===== src/rtl/mem_arb_pkg.sv =====
// Shared state encoding and defaults for the two-requester memory arbiter.
package mem_arb_pkg;

    typedef enum logic [1:0] {
        ST_IDLE  = 2'd0,
        ST_ISSUE = 2'd1,
        ST_DONE  = 2'd2
    } arb_state_t;

    localparam int TIMEOUT_DEFAULT = 15;

endpackage


===== src/rtl/rr_arbiter2.sv =====
// Two-way round-robin grant selection with a registered last-grant pointer.
module rr_arbiter2 (
    input  logic       clk_i,
    input  logic       rst_i,
    input  logic [1:0] req,
    input  logic       accept,
    output logic       any_req,
    output logic       winner
);

    logic last_grant;

    // On contention the requester not served last wins; otherwise the lone requester wins.
    always_comb begin
        any_req = |req;
        if (req == 2'b11) begin
            winner = ~last_grant;
        end else begin
            winner = ~req[0];
        end
    end

    // Pointer starts at r1 so that r0 wins the first contested grant.
    always_ff @(posedge clk_i or negedge rst_i) begin
        if (!rst_i) begin
            last_grant <= 1'b1;
        end else if (accept && any_req) begin
            last_grant <= winner;
        end
    end

endmodule


===== src/rtl/mem_arbiter.sv =====
// Shares one single-port memory between two requesters, with round-robin
// arbitration and a bounded wait for the memory's ready handshake.
module mem_arbiter
    import mem_arb_pkg::*;
#(
    parameter int WIDTH      = 8,
    parameter int DEPTH      = 16,
    parameter int ADDR_WIDTH = $clog2(DEPTH),
    parameter int TIMEOUT    = TIMEOUT_DEFAULT
) (
    input  logic                  clk_i,
    input  logic                  rst_i,
    input  logic                  r0_valid_i,
    input  logic                  r0_we_i,
    input  logic [ADDR_WIDTH-1:0] r0_addr_i,
    input  logic [WIDTH-1:0]      r0_wdata_i,
    output logic                  r0_ready_o,
    output logic [WIDTH-1:0]      r0_rdata_o,
    output logic                  r0_err_o,
    input  logic                  r1_valid_i,
    input  logic                  r1_we_i,
    input  logic [ADDR_WIDTH-1:0] r1_addr_i,
    input  logic [WIDTH-1:0]      r1_wdata_i,
    output logic                  r1_ready_o,
    output logic [WIDTH-1:0]      r1_rdata_o,
    output logic                  r1_err_o,
    output logic                  mem_valid_o,
    output logic                  mem_we_o,
    output logic [ADDR_WIDTH-1:0] mem_addr_o,
    output logic [WIDTH-1:0]      mem_wdata_o,
    input  logic                  mem_ready_i,
    input  logic [WIDTH-1:0]      mem_rdata_i
);

    localparam logic [7:0] CNT_LAST = 8'(TIMEOUT - 1);

    arb_state_t            state, state_nxt;
    logic                  accept, any_req, winner;
    logic                  owner;
    logic                  lat_we;
    logic [ADDR_WIDTH-1:0] lat_addr;
    logic [WIDTH-1:0]      lat_wdata;
    logic [WIDTH-1:0]      rdata_q;
    logic                  err_q;
    logic [7:0]            cnt;

    rr_arbiter2 u_rr (
        .clk_i   (clk_i),
        .rst_i   (rst_i),
        .req     ({r1_valid_i, r0_valid_i}),
        .accept  (accept),
        .any_req (any_req),
        .winner  (winner)
    );

    always_ff @(posedge clk_i or negedge rst_i) begin
        if (!rst_i) begin
            state <= ST_IDLE;
        end else begin
            state <= state_nxt;
        end
    end

    always_comb begin
        state_nxt = state;
        accept    = 1'b0;
        unique case (state)
            ST_IDLE: begin
                if (any_req) begin
                    accept    = 1'b1;
                    state_nxt = ST_ISSUE;
                end
            end
            ST_ISSUE: begin
                if (mem_ready_i || (cnt == CNT_LAST)) begin
                    state_nxt = ST_DONE;
                end
            end
            ST_DONE: state_nxt = ST_IDLE;
            default: state_nxt = ST_IDLE;
        endcase
    end

    // Request fields are captured at grant so requesters may change or drop them afterwards.
    always_ff @(posedge clk_i or negedge rst_i) begin
        if (!rst_i) begin
            owner     <= 1'b0;
            lat_we    <= 1'b0;
            lat_addr  <= '0;
            lat_wdata <= '0;
            rdata_q   <= '0;
            err_q     <= 1'b0;
            cnt       <= '0;
        end else if (accept) begin
            owner     <= winner;
            lat_we    <= winner ? r1_we_i    : r0_we_i;
            lat_addr  <= winner ? r1_addr_i  : r0_addr_i;
            lat_wdata <= winner ? r1_wdata_i : r0_wdata_i;
            cnt       <= '0;
        end else if (state == ST_ISSUE) begin
            if (mem_ready_i) begin
                rdata_q <= lat_we ? '0 : mem_rdata_i;
                err_q   <= 1'b0;
            end else if (cnt == CNT_LAST) begin
                rdata_q <= '0;
                err_q   <= 1'b1;
            end else begin
                cnt <= cnt + 8'd1;
            end
        end
    end

    // Memory-side outputs are gated so they read as zero outside ISSUE.
    assign mem_valid_o = (state == ST_ISSUE);
    assign mem_we_o    = mem_valid_o & lat_we;
    assign mem_addr_o  = mem_valid_o ? lat_addr  : '0;
    assign mem_wdata_o = mem_valid_o ? lat_wdata : '0;

    assign r0_ready_o = (state == ST_DONE) && !owner;
    assign r1_ready_o = (state == ST_DONE) &&  owner;
    assign r0_rdata_o = r0_ready_o ? rdata_q : '0;
    assign r1_rdata_o = r1_ready_o ? rdata_q : '0;
    assign r0_err_o   = r0_ready_o & err_q;
    assign r1_err_o   = r1_ready_o & err_q;

endmodule


===== config.mk =====
export PLATFORM = sky130hd
export DESIGN_NAME = mem_arbiter
export DESIGN_NICKNAME = d
export VERILOG_FILES = /design/src/rtl/mem_arb_pkg.sv /design/src/rtl/rr_arbiter2.sv /design/src/rtl/mem_arbiter.sv
export SDC_FILE = /design/constraint.sdc
export NUM_CORES = 1
export LEC_CHECK = 0
export CORE_MARGIN = 1.5
export CORE_UTILIZATION = 40
export CTS_BUF_LIST = sky130_fd_sc_hd__clkbuf_8
export CTS_CLUSTER_DIAMETER = 40
export CTS_CLUSTER_SIZE = 16
export DETAILED_ROUTE_END_ITERATION = 8
export PLACE_DENSITY = 0.86
export REMOVE_ABC_BUFFERS = 1
export SYNTH_ARGS = -nofsm -noshare
export SYNTH_HDL_FRONTEND = slang
export SYNTH_SLANG_ARGS = --single-unit

===== constraint.sdc =====
create_clock -name clk_i -period 1.86 [get_ports clk_i]
set_input_delay 0.372 -clock clk_i [delete_from_list [all_inputs] [get_ports clk_i]]
set_output_delay 0.372 -clock clk_i [all_outputs]
set_load 0.02 [all_outputs]

# Word-level counts from Yosys, hierarchy flattened

Cells that the tools add are included.

Flip-flop bits (word level): 34
Word-level logic and storage cells: 58
Output and inout port bits: 34
Input bits: 39

Reduce and logical (&&, ||, !) cells: 12
Equal/unequal tests: 8
Bitwise operators: 6
Multiplexer cells: 22
Add/sub/neg operators: 1

Operators with widths:

| operator                                       | count |
|---|---|
| 2-to-1 mux 8 bit                               | 11 |
| adder 8 x 1 -> 8 bit (second input constant)   | 1 |
| == test 8 x 4 -> 1 bit (second input constant) | 1 |
| 2-to-1 mux 4 bit                               | 2 |
| != test 2 x 1 -> 1 bit (second input constant) | 4 |
| 2-to-1 mux 1 bit                               | 6 |
| AND reduction 3 bit                            | 2 |
| == test 2 bit (second input constant)          | 2 |
| 2-to-1 mux 2 bit                               | 2 |
| case mux 2 bit (2 select lines)                | 1 |
| nonzero test 2 bit                             | 2 |
| AND 1 bit                                      | 3 |
| logical AND 1 bit                              | 3 |
| NOT 1 bit                                      | 3 |
| == test 2 x 1 -> 1 bit (second input constant) | 1 |
| logical NOT 2 bit                              | 1 |
| AND reduction 2 bit                            | 1 |
| OR reduction 2 bit                             | 1 |
| logical NOT 1 bit                              | 1 |
| logical OR 1 bit                               | 1 |

# Depth between registers and ports, before layout

Gate-level depths: netlist (run 1).

Word-level depth: 5
Mapped depth: 7
Depth with buffers taken out: 6

# Cells and area by module

Synthesis (run 1) repeated with hierarchy kept, for this count alone.

Cells, all modules: 195
Area total of the unflattened synthesis: 1859.3 sq um

Modules (own cells, without submodules):

| module      | cells each | times used | area an instance (sq um) | sequential area each (sq um) |
|---|---|---|---|---|
| mem_arbiter | 189        | 1          | 1806.7                   | 825.8 |
| rr_arbiter2 | 6          | 1          | 52.6                     | 26.3 |

# Worst setup path before layout (run 1)

Ideal clock, no wire load.

Path type: register -> output
Start: reg state[0]
End: out r0_err_o
Buffers on the path: 0
Slack: -0.085 ns
Data required time: 1.488 ns
Arrival: 1.573 ns
Cell stages (with the launch flop): 3
Path through: dfrtp_1 > nor3b_1 > and2_1

Longest elaborated chain between the ends: 3

Ends and longest elaborated chain:

| what                     | line               | text |
|---|---|---|
| start: declaration       | mem_arbiter.sv:37  | `arb_state_t state, state_nxt;` |
| start signal: assignment | mem_arbiter.sv:60  | `state <= state_nxt;` |
| == test 2 bit            | mem_arbiter.sv:119 | `assign r0_ready_o = (state == ST_DONE) && !owner;` |
| logical AND 1 bit        | mem_arbiter.sv:119 |  |
| via r0_ready_o           | mem_arbiter.sv:17  | `output logic r0_ready_o,` |
| AND 1 bit                | mem_arbiter.sv:123 | `assign r0_err_o = r0_ready_o & err_q;` |
| end: declaration         | mem_arbiter.sv:19  | `output logic r0_err_o,` |

The timed path passes the listed nets, and every way through them passes these cells.

# Final worst setup path (run 1)

Start: reg state[0]
End: out r1_rdata_o[6]

Longest elaborated chain between the ends: 3

Ends and longest elaborated chain:

| what              | line               | text |
|---|---|---|
| == test 2 bit     | mem_arbiter.sv:120 | `assign r1_ready_o = (state == ST_DONE) && owner;` |
| logical AND 1 bit | mem_arbiter.sv:120 |  |
| 2-to-1 mux 8 bit  | mem_arbiter.sv:122 | `assign r1_rdata_o = r1_ready_o ? rdata_q : '0;` |
| end: declaration  | mem_arbiter.sv:25  | `output logic [WIDTH-1:0] r1_rdata_o,` |

Every way passes these cells.

==> results of run 1 <==
[worst min path at each step]
stage / to
floorplan: cnt[0]
global placement: lat_wdata[6]
detailed placement: lat_wdata[0]
CTS: lat_wdata[0]
global route: lat_addr[3]
finish: lat_wdata[0]
[state kept, by name, indices dropped and copies added, names as in the netlist]
signal	cells
cnt	8
lat_wdata	8
rdata_q	8
lat_addr	4
state	2
err_q	1
lat_we	1
owner	1
u_rr.last_grant	1
[power breakdown]
| group | switching [W] | leakage, nW | internal [W] | total [W] |
|---|---|---|---|---|
| combinational | 0.000838 | 0.838 | 0.000686 | 0.00152 |
| sequential | 0.000166 | 0.431 | 0.00104 | 0.00121 |
| clock | 0.000266 | 0.0579 | 0.000394 | 0.000660 |
| total | 0.00127 | 1.33 | 0.00212 | 0.00339 |
[critical path, delay by kind of cell (launching register included)]
kind,cells,cell delay (ns)
AND/OR/NAND/NOR,2,0.45
buffers and inverters,1,0.29
flip-flops,1,0.41
[synth_stat cells, types with 2 or more instances]
| cell type | number |
|---|---|
| o21ai_0 | 24 |
| nand3_1 | 12 |
| o21ai_1 | 2 |
| clkbuf_1 | 9 |
| nand2_1 | 26 |
| dfrtp_1 | 33 |
| nor2_1 | 8 |
| o31ai_1 | 2 |
| and2_1 | 31 |
| nor3b_1 | 2 |
| nand4b_1 | 8 |
| or3_1 | 2 |
| ha_1 | 2 |
| a21oi_1 | 2 |
| mux2i_1 | 14 |
| inv_1 | 3 |
[cell families after synthesis]
| group | after synthesis | synth area share |
|---|---|---|
| AOI/OAI and AO/OA | 35 | 0.109 |
| xor gates and xnor gates | 1 | 0.00488 |
| adders and majority gates | 2 | 0.0139 |
| buffers and inverters | 13 | 0.0279 |
| DFF | 34 | 0.475 |
| muxes | 14 | 0.0780 |
| and+or+nand+nor | 94 | 0.292 |
[area by class of cell]
| class | count | area share |
|---|---|---|
| clock buffer | 5 | 0.0257 |
| inverter | 3 | 0.00420 |
| multi-input combinational | 146 | 0.341 |
| sequential | 34 | 0.318 |
| timing repair buffer | 90 | 0.272 |
| clock inverter | 3 | 0.0149 |
| tap | 52 | 0.0243 |
[stage by stage]
step	hold slack (ns)	setup slack, ns	TNS [ns]	std cells
4_1_cts	0.480	-0.00428	-0.00428	328
3_3_place_gp	0.452	-0.0253	-0.138	320
6_report	0.476	0.0545	0	333
2_1_floorplan	0.0764	-0.0845	-0.763	183
5_1_grt	0.509	0.000208	0	333
3_5_place_dp	0.464	-0.0630	-0.731	320
[routing by layer]
layer	GRT usage	wire length, microns
met3	0.0404	246
met2	0.304	2230
met1	0.218	1810
met5	0	0
met4	0.0513	41
[repair_timing]
action	in CTS	in global routing
resized for setup	88	37
setup buffers	0	4
endpoints found under the setup margin	34	30
gates cloned	0	1
==> out/qor.tcl, run 1 <==
set qor(multi_input_comb_area_sq_um) 915
set qor(nFillCells) 405
set qor(power_density_mw_per_mm2) 1270
set qor(fin_worst_skew_ns) 0.00735
set qor(crit-reg2reg-capture) {cnt[7]}
set qor(synth_top_cell_by_area) {dfrtp_1}
set qor(worst-slew-pin-transition_ns) 0.422
set qor(synth.ff_latch_count) 34
set qor(tritoncts_num_sinks) 34
set qor(regToRegSetupSlack_ns) 0.08
set qor(place.detailed.hpwl_microns) 3180
set qor(post_detailed_route_via_to_cell_ratio) 5.00
set qor(crit_slowest_cell) {dfrtp_1}
set qor(postSynthAreaPerCell_sq_um) 9.30
set qor(worst_r2r_path_depth) 5
set qor(detail_route.drc_violations) 0
set qor(initial_core_util) 0.415
set qor(cap_violations) 0
set qor(grt_use_total) 0.175
set qor(post_route_cells_drive_above_1_share) 0.228
set qor(timing.critical_path.cells) {and3b_2 -> and2_1 -> clkdlybuf4s15_1}
set qor(arrival_time_worst_endpoint_ns) 1.43
set qor(worstSetupPathType) {reg -> out}
set qor(setup_viol) 0
set qor(number_of_global_route_vias_before_repair) 1556
set qor(status) {finished clean}
set qor(hold_start) {lat_wdata[0]}
set qor(row_count) 24
set qor(worst_ep_required_time_ns) 1.49
set qor(final-seq-area_sq_um) 852
set qor(place_congestion) 0.803
set qor(placedInstanceArea_sq_mm) 0.00267
set qor(io_buffer_count) 72
set qor(clk_slew_on_worst_s_h_paths_ns) 0.07
set qor(synth.top_cells.by_area) {dfrtp_1, and2_1, mux2i_1}
set qor(grt_start_max_net_pins) 36
set qor(maxClockFrequency_ghz) 0.554
set qor(ctsRootBufferMaster) {clkbuf_8}
set qor(regToRegStartpoint) {cnt[1]}
set qor(timing.critical_path.from_type) {flip-flop}
set qor(grt_pass1_wl_microns) 6930
set qor(dr.first_iter.drc_count) 59
set qor(cp_slowest_stage_delay_ns) 0.41
set qor(synth.lib_cells_used.distinct) 29
set qor(synth_sequential_area_ratio) 0.475
set qor(nets) 321
set qor(critPathLaunch) {state[0]}
set qor(placeableCoreArea_sq_mm) 0.00432
set qor(antenna_found_initial) 0
set qor(fin_util) 0.620
set qor(die_h_microns) 70.0
set qor(synth_async_sr_flop_share) 1.00
set qor(timing_max_transition_violations_final) 0
set qor(synth_edf_count) 0
set qor(layout_common_cells) {clkdlybuf4s50_1, dfrtp_1, and2_1, nand2_1, o21ai_0}
set qor(max_vdd_drop_mv) 0.606
set qor(antennaDiodeCount) 0
set qor(final_design_area_no_fill_sq_mm) 0.00268
set qor(worst_setup_path_endpoint) {r1_rdata_o[6]}
set qor(via_count) 1665
set qor(cellLeakagePower_nw) 1.33
set qor(maximum_fanout_count_along_the_critical_path) 8
set qor(holdCritPathClass) {reg -> reg}
set qor(hold-path-cell-count) 2
set qor(mappedNetlistArea_sq_mm) 0.00180
set qor(synth.top_cell.area_share) 0.460
set qor(rsz0062_at_grt) {false}
set qor(tritoncts) {done}
set qor(first_pass_iters) 4
set qor(postCtsHoldBufs) 0
set qor(cts-htree-levels) 2
set qor(boundaryPins) 73
set qor(chipWidth_microns) 70.0
set qor(cts_max_path_buffers) 2
set qor(critPathCaptureType) {output pin}
set qor(area_growth_syn_to_layout_pct) 49.3
set qor(fin_crit_ns) 1.81
set qor(finalHoldViolCount) 0
set qor(clk_latency_ns) 0.29
set qor(route.final.wire_length_microns) 4330
set qor(residual_antenna_violating_net_count_after_detailed_routing) 0
set qor(relSlewSlack) 0.719
set qor(layout_worst_path_cycle_share) 0.971
set qor(yosys_most_used_dff) {dfrtp_1}
set qor(globalRouteOverflowTotal) 0
set qor(mostFrequentLayoutCell) {clkdlybuf4s50_1}
set qor(synthCells) 193
set qor(power_w) 0.00339
set qor(synth-warning-count) 0
set qor(design.die.area_sq_mm) 0.00490
set qor(routedWlPerCell_microns) 13.0
set qor(cts_buffers) 5
(Power assumes the default switching activity.)
==> run 2, diff against run 1 <==
- RECOVER_POWER: default -> 50
==> run 2 against run 1 <==
Net effect:
- flip-flop and latch count did not move
- clock power barely moved
- setup slack improved by 0.0026 ns
- critical path depth did not move
- largest power group unchanged
- highest routed layer unchanged
==> out/qor.tcl, run 2 (synthesis gave the netlist of run 1 again) <==
set qor(design.die.area_sq_mm) 0.00490
set qor(met3RoutedLength_microns) 246
set qor(clk_latency_ns) 0.29
set qor(antenna_found_initial) 0
set qor(layout_worst_path_cycle_share) 0.969
set qor(timing.critical_path.from_type) {flip-flop}
set qor(mostFrequentLayoutCell) {clkdlybuf4s50_1}
set qor(critPathCaptureType) {output pin}
set qor(worstSetupPathType) {reg -> out}
set qor(grt_start_max_net_pins) 36
set qor(cp_slowest_stage_delay_ns) 0.41
set qor(dr.first_iter.drc_count) 93
set qor(cts-htree-levels) 2
set qor(nets) 321
set qor(top_regs) {cnt: 8 flops, lat_wdata: 8 flops, rdata_q: 8 flops}
set qor(post_detailed_route_via_to_cell_ratio) 5.00
set qor(globalRouteOverflowTotal) 0
set qor(grt_pass1_wl_microns) 6930
set qor(cts_max_path_buffers) 2
set qor(crit_slowest_cell) {dfrtp_1}
set qor(post_placement_setup_slack_ns) -0.0630
set qor(maxClockFrequency_ghz) 0.555
set qor(antennaDiodeCount) 0
set qor(initial_core_util) 0.415
set qor(timing.final.ws_setup_ns) 0.0571
set qor(route.top_layer_used) {met4}
set qor(layout_common_cells) {clkdlybuf4s50_1, dfrtp_1, and2_1, nand2_1, o21ai_0}
set qor(place_congestion) 0.803
set qor(placeableCoreArea_sq_mm) 0.00432
set qor(cts_buffers) 5
set qor(rsz0062_at_grt) {false}
set qor(routedWlPerCell_microns) 13.0
set qor(residual_antenna_violating_net_count_after_detailed_routing) 0
set qor(tritoncts_num_sinks) 34
set qor(worst-slew-pin-transition_ns) 0.814
set qor(via_count) 1665
set qor(ctsRootBufferMaster) {clkbuf_8}
set qor(grt_use_total) 0.175
set qor(timing.critical_path.cells) {and3b_2 -> and2_1 -> clkdlybuf4s15_1}
set qor(placedInstanceArea_sq_mm) 0.00267
set qor(row_count) 24
set qor(holdCritPathClass) {reg -> reg}
set qor(max_vdd_drop_mv) 0.607
set qor(final_design_area_no_fill_sq_mm) 0.00266
set qor(finalHoldViolCount) 0
set qor(route.met2.wl_microns) 2240
set qor(post_route_cells_drive_above_1_share) 0.224
set qor(cap_violations) 0
set qor(clk_slew_on_worst_s_h_paths_ns) 0.07
set qor(number_of_global_route_vias_before_repair) 1556
set qor(whs_ns) 0.476
set qor(detail_route.drc_violations) 0
set qor(cpLargestDelayFamily) {simple AND/OR/NAND/NOR gates}
set qor(area_growth_syn_to_layout_pct) 48.2
set qor(power_density_mw_per_mm2) 1260
set qor(first_pass_iters) 4
set qor(chipWidth_microns) 70.0
set qor(cellLeakagePower_nw) 1.32
set qor(postCtsHoldBufs) 0
set qor(maximum_fanout_count_along_the_critical_path) 8
set qor(fin_crit_ns) 1.80
set qor(die_h_microns) 70.0
set qor(relSlewSlack) 0.457
set qor(route.final.wire_length_microns) 4330
set qor(timing_max_transition_violations_final) 0
set qor(boundaryPins) 73
set qor(final.setup.tns_ns) 0
set qor(setup_viol) 0
set qor(place.detailed.hpwl_microns) 3180
set qor(io_buffer_count) 72
set qor(fin_worst_skew_ns) 0.00760
set qor(fin_util) 0.615
set qor(met1Wirelength_microns) 1800
set qor(nFillCells) 407
set qor(tritoncts) {done}
set qor(worstPathBufferInverterCount) 1
set qor(worst_ep_required_time_ns) 1.49
set qor(arrival_time_worst_endpoint_ns) 1.43
set qor(status) {finished clean}
==> run 2: cell types whose count changed in the layout (fill, tap and decap cells not counted) <==
cell             delta
dlygate4sd3_1       +1
clkbuf_2            +2
clkbuf_4            +1
o21ai_0             +1
buf_12              -1
clkdlybuf4s50_1     -1
o21ai_2             -1
buf_4               -2
==> run 2: final timing paths <==
check,start,to,slack (ns),depth (start not counted)
setup / recovery,state[0],r1_rdata_o[6],0.06,3
min in group asynchronous,rst_i,lat_wdata[3],0.71,2
max in group asynchronous,rst_i,rdata_q[3],0.64,2
hold reg to reg,lat_wdata[0],lat_wdata[0],0.48,2
setup reg to reg,cnt[1],cnt[7],0.08,5
hold / removal,lat_wdata[0],lat_wdata[0],0.48,2
==> run 2: worst reg2reg max path, cell delays in order, from the launching register on <==
cell,delay [ns]
dfrtp_1,0.40
ha_1,0.19
nor3b_1,0.16
a211o_1,0.29
or4_4,0.52
a21oi_2,0.14
==> run 2: area by class of cell <==
| type | count | area, sq um | area share |
|---|---|---|---|
| Inverter | 3 | 11.3 | 0.00423 |
| Timing Repair Buffer | 90 | 712 | 0.268 |
| Clock buffer | 5 | 68.8 | 0.0259 |
| Clock inverter | 3 | 40.0 | 0.0151 |
| Tap cell | 52 | 65.1 | 0.0245 |
| Sequential cell | 34 | 852 | 0.320 |
| Multi-Input combinational cell | 146 | 911 | 0.342 |
==> run 2: what timing repair did <==
action,in CTS,in global routing
resized for setup,88,37
pin swaps,0,0
setup endpoints to repair,34,30
setup buffers,0,4
gates cloned,0,1
==> run 2: through the flow <==
stage	total power, W	cells
detailed placement	0.00284	320
global route	0.00361	333
global placement	0.00278	320
CTS	0.00341	328
floorplan	0.00203	183
finish	0.00335	333
==> run 2: routing by layer <==
layer,GRT usage,vias to the layer above
met5,0,-
met4,0.0513,0
met3,0.0404,5
met2,0.304,58
met1,0.218,763
li1,-,839
==> run 2: power by group <==
part	total [W]	switching, W	leakage [nW]	internal (W)
sequential	0.00121	0.000165	0.431	0.00104
combinational	0.00148	0.000830	0.831	0.000650
clock	0.000660	0.000266	0.0579	0.000394
==> run 3, diff against run 2 <==
- SKIP_CTS_REPAIR_TIMING: default -> 1
==> run 3 against run 2 <==
Net effect:
- flip-flop and latch count did not move
- critical path depth rose by 2
- via count fell by 1.1%
- cell area rose by 2.1%
- critical path type is now reg -> reg
- largest cell class unchanged
==> out/qor.tcl, run 3 (synthesis gave the netlist of run 1 again) <==
set qor(status) {finished clean}
set qor(detail_route.drc_violations) 0
set qor(fin_worst_skew_ns) 0.00528
set qor(post_placement_setup_slack_ns) -0.0630
set qor(cellLeakagePower_nw) 1.49
set qor(globalRouteOverflowTotal) 0
set qor(critPathCaptureType) {flip-flop}
set qor(cts_buffers) 5
set qor(area_growth_syn_to_layout_pct) 51.2
set qor(cp_slowest_stage_delay_ns) 0.52
set qor(antennaDiodeCount) 0
set qor(post_detailed_route_via_to_cell_ratio) 4.99
set qor(tritoncts) {done}
set qor(timing.critical_path.from_type) {flip-flop}
set qor(grt_pass1_wl_microns) 6910
set qor(rsz0062_at_grt) {false}
set qor(maximum_fanout_count_along_the_critical_path) 4
set qor(mostFrequentLayoutCell) {clkdlybuf4s50_1}
set qor(timing_max_transition_violations_final) 0
set qor(antenna_found_initial) 0
set qor(number_of_global_route_vias_before_repair) 1555
set qor(die_h_microns) 70.0
set qor(cap_violations) 0
set qor(placeableCoreArea_sq_mm) 0.00432
set qor(io_buffer_count) 72
set qor(max_vdd_drop_mv) 0.629
set qor(place_congestion) 0.803
set qor(worstSetupPathType) {reg -> reg}
set qor(finalHoldViolCount) 0
set qor(worst_ep_required_time_ns) 2.07
set qor(cts-htree-levels) 2
set qor(residual_antenna_violating_net_count_after_detailed_routing) 0
set qor(fin_crit_ns) 1.78
set qor(grt_start_max_net_pins) 36
set qor(ctsRootBufferMaster) {clkbuf_8}
set qor(worstPathBufferInverterCount) 0
set qor(crit_slowest_cell) {or4_4}
set qor(nets) 318
set qor(cpLargestDelayFamily) {simple AND/OR/NAND/NOR gates}
set qor(regToRegStartpoint) {cnt[1]}
set qor(routedWlPerCell_microns) 12.8
set qor(top_regs) {cnt: 8 flops, lat_wdata: 8 flops, rdata_q: 8 flops}
set qor(critPathLaunch) {cnt[1]}
set qor(dr.first_iter.drc_count) 60
set qor(worst-slew-pin-transition_ns) 0.815
set qor(maxClockFrequency_ghz) 0.563
set qor(initial_core_util) 0.415
set qor(layout_common_cells) {clkdlybuf4s50_1, dfrtp_1, and2_1, nand2_1, o21ai_0}
set qor(setup_viol) 0
set qor(hold_start) {lat_wdata[0]}
set qor(place.detailed.hpwl_microns) 3180
set qor(arrival_time_worst_endpoint_ns) 1.99
set qor(row_count) 24
set qor(timing.final.ws_setup_ns) 0.0839
set qor(power_w) 0.00336
set qor(relSlewSlack) 0.457
set qor(chipWidth_microns) 70.0
set qor(post_route_cells_drive_above_1_share) 0.191
set qor(timing.critical_path.cells) {ha_1 -> nor3b_1 -> a211o_1 -> or4_4 -> a21oi_2}
set qor(clk_slew_on_worst_s_h_paths_ns) 0.07
set qor(holdCritPathClass) {reg -> reg}
set qor(cts_max_path_buffers) 2
set qor(grt_use_total) 0.175
set qor(route.final.wire_length_microns) 4230
set qor(first_pass_iters) 4
set qor(layout_worst_path_cycle_share) 0.955
set qor(tritoncts_num_sinks) 34
set qor(power_density_mw_per_mm2) 1240
set qor(via_count) 1646
set qor(boundaryPins) 73
set qor(final.setup.tns_ns) 0
set qor(design.die.area_sq_mm) 0.00490
set qor(clk_latency_ns) 0.28
## run 3: changes by cell type in the layout (fill, tap and decap cells not counted), sizes merged
cell | before | now
dlygate4sd3 | 1 | 2
clkbuf | 16 | 27
clkdlybuf4s15 | 3 | 0
dlymetal6s2s | 0 | 12
buf | 37 | 15
dlygate4sd2 | 1 | 0
clkdlybuf4s50 | 37 | 36
## run 3: report_power, final
part	total [W]	switching (W)	internal (W)
registers	0.00120	0.000161	0.00104
clock network	0.000657	0.000263	0.000394
logic	0.00150	0.000831	0.000672
## run 3: worst reg2reg max path, stage by stage (launching register included)
cell and delay, ns:
dfrtp_1 0.40, ha_1 0.19, nor3b_1 0.16, a211o_1 0.29
or4_4 0.52, a21oi_2 0.14
## run 3: area by class of cell
cell class | instances | area, sq um
Fill cell | 385 | 1610
Multi-Input combinational cell | 146 | 915
Sequential cell | 34 | 852
Timing Repair Buffer | 87 | 763
Clock buffer | 5 | 68.8
Tap cell | 52 | 65.1
Clock inverter | 3 | 40.0
Inverter | 3 | 11.3
## run 3: layer usage
layer  routed length, microns  track usage  vias up
li1                         -            -      835
met1                     1780        0.216      750
met2                     2160        0.306       56
met3                      241       0.0404        5
met4                       41       0.0513        0
met5                        0            0        -
## run 3: metrics by stage
stage | std cells | instance area [sq um] | hold WS [ns] | utilization
floorplan | 183 | 1760 | 0.0764 | -
global placement | 320 | 2670 | 0.452 | 0.618
finish | 330 | 2720 | 0.473 | 0.628
global route | 330 | 2720 | 0.509 | 0.628
CTS | 328 | 2780 | 0.480 | 0.643
detailed placement | 320 | 2670 | 0.464 | 0.618
## run 3: final timing paths
kind                       slack, ns  depth (start not counted)           end
min reg2reg                     0.47                          2  lat_wdata[0]
min                             0.47                          2  lat_wdata[0]
max                             0.08                          5        cnt[7]
max reg2reg                     0.08                          5        cnt[7]
max in group asynchronous       0.64                          2        lat_we
min in group asynchronous       0.71                          2        cnt[1]
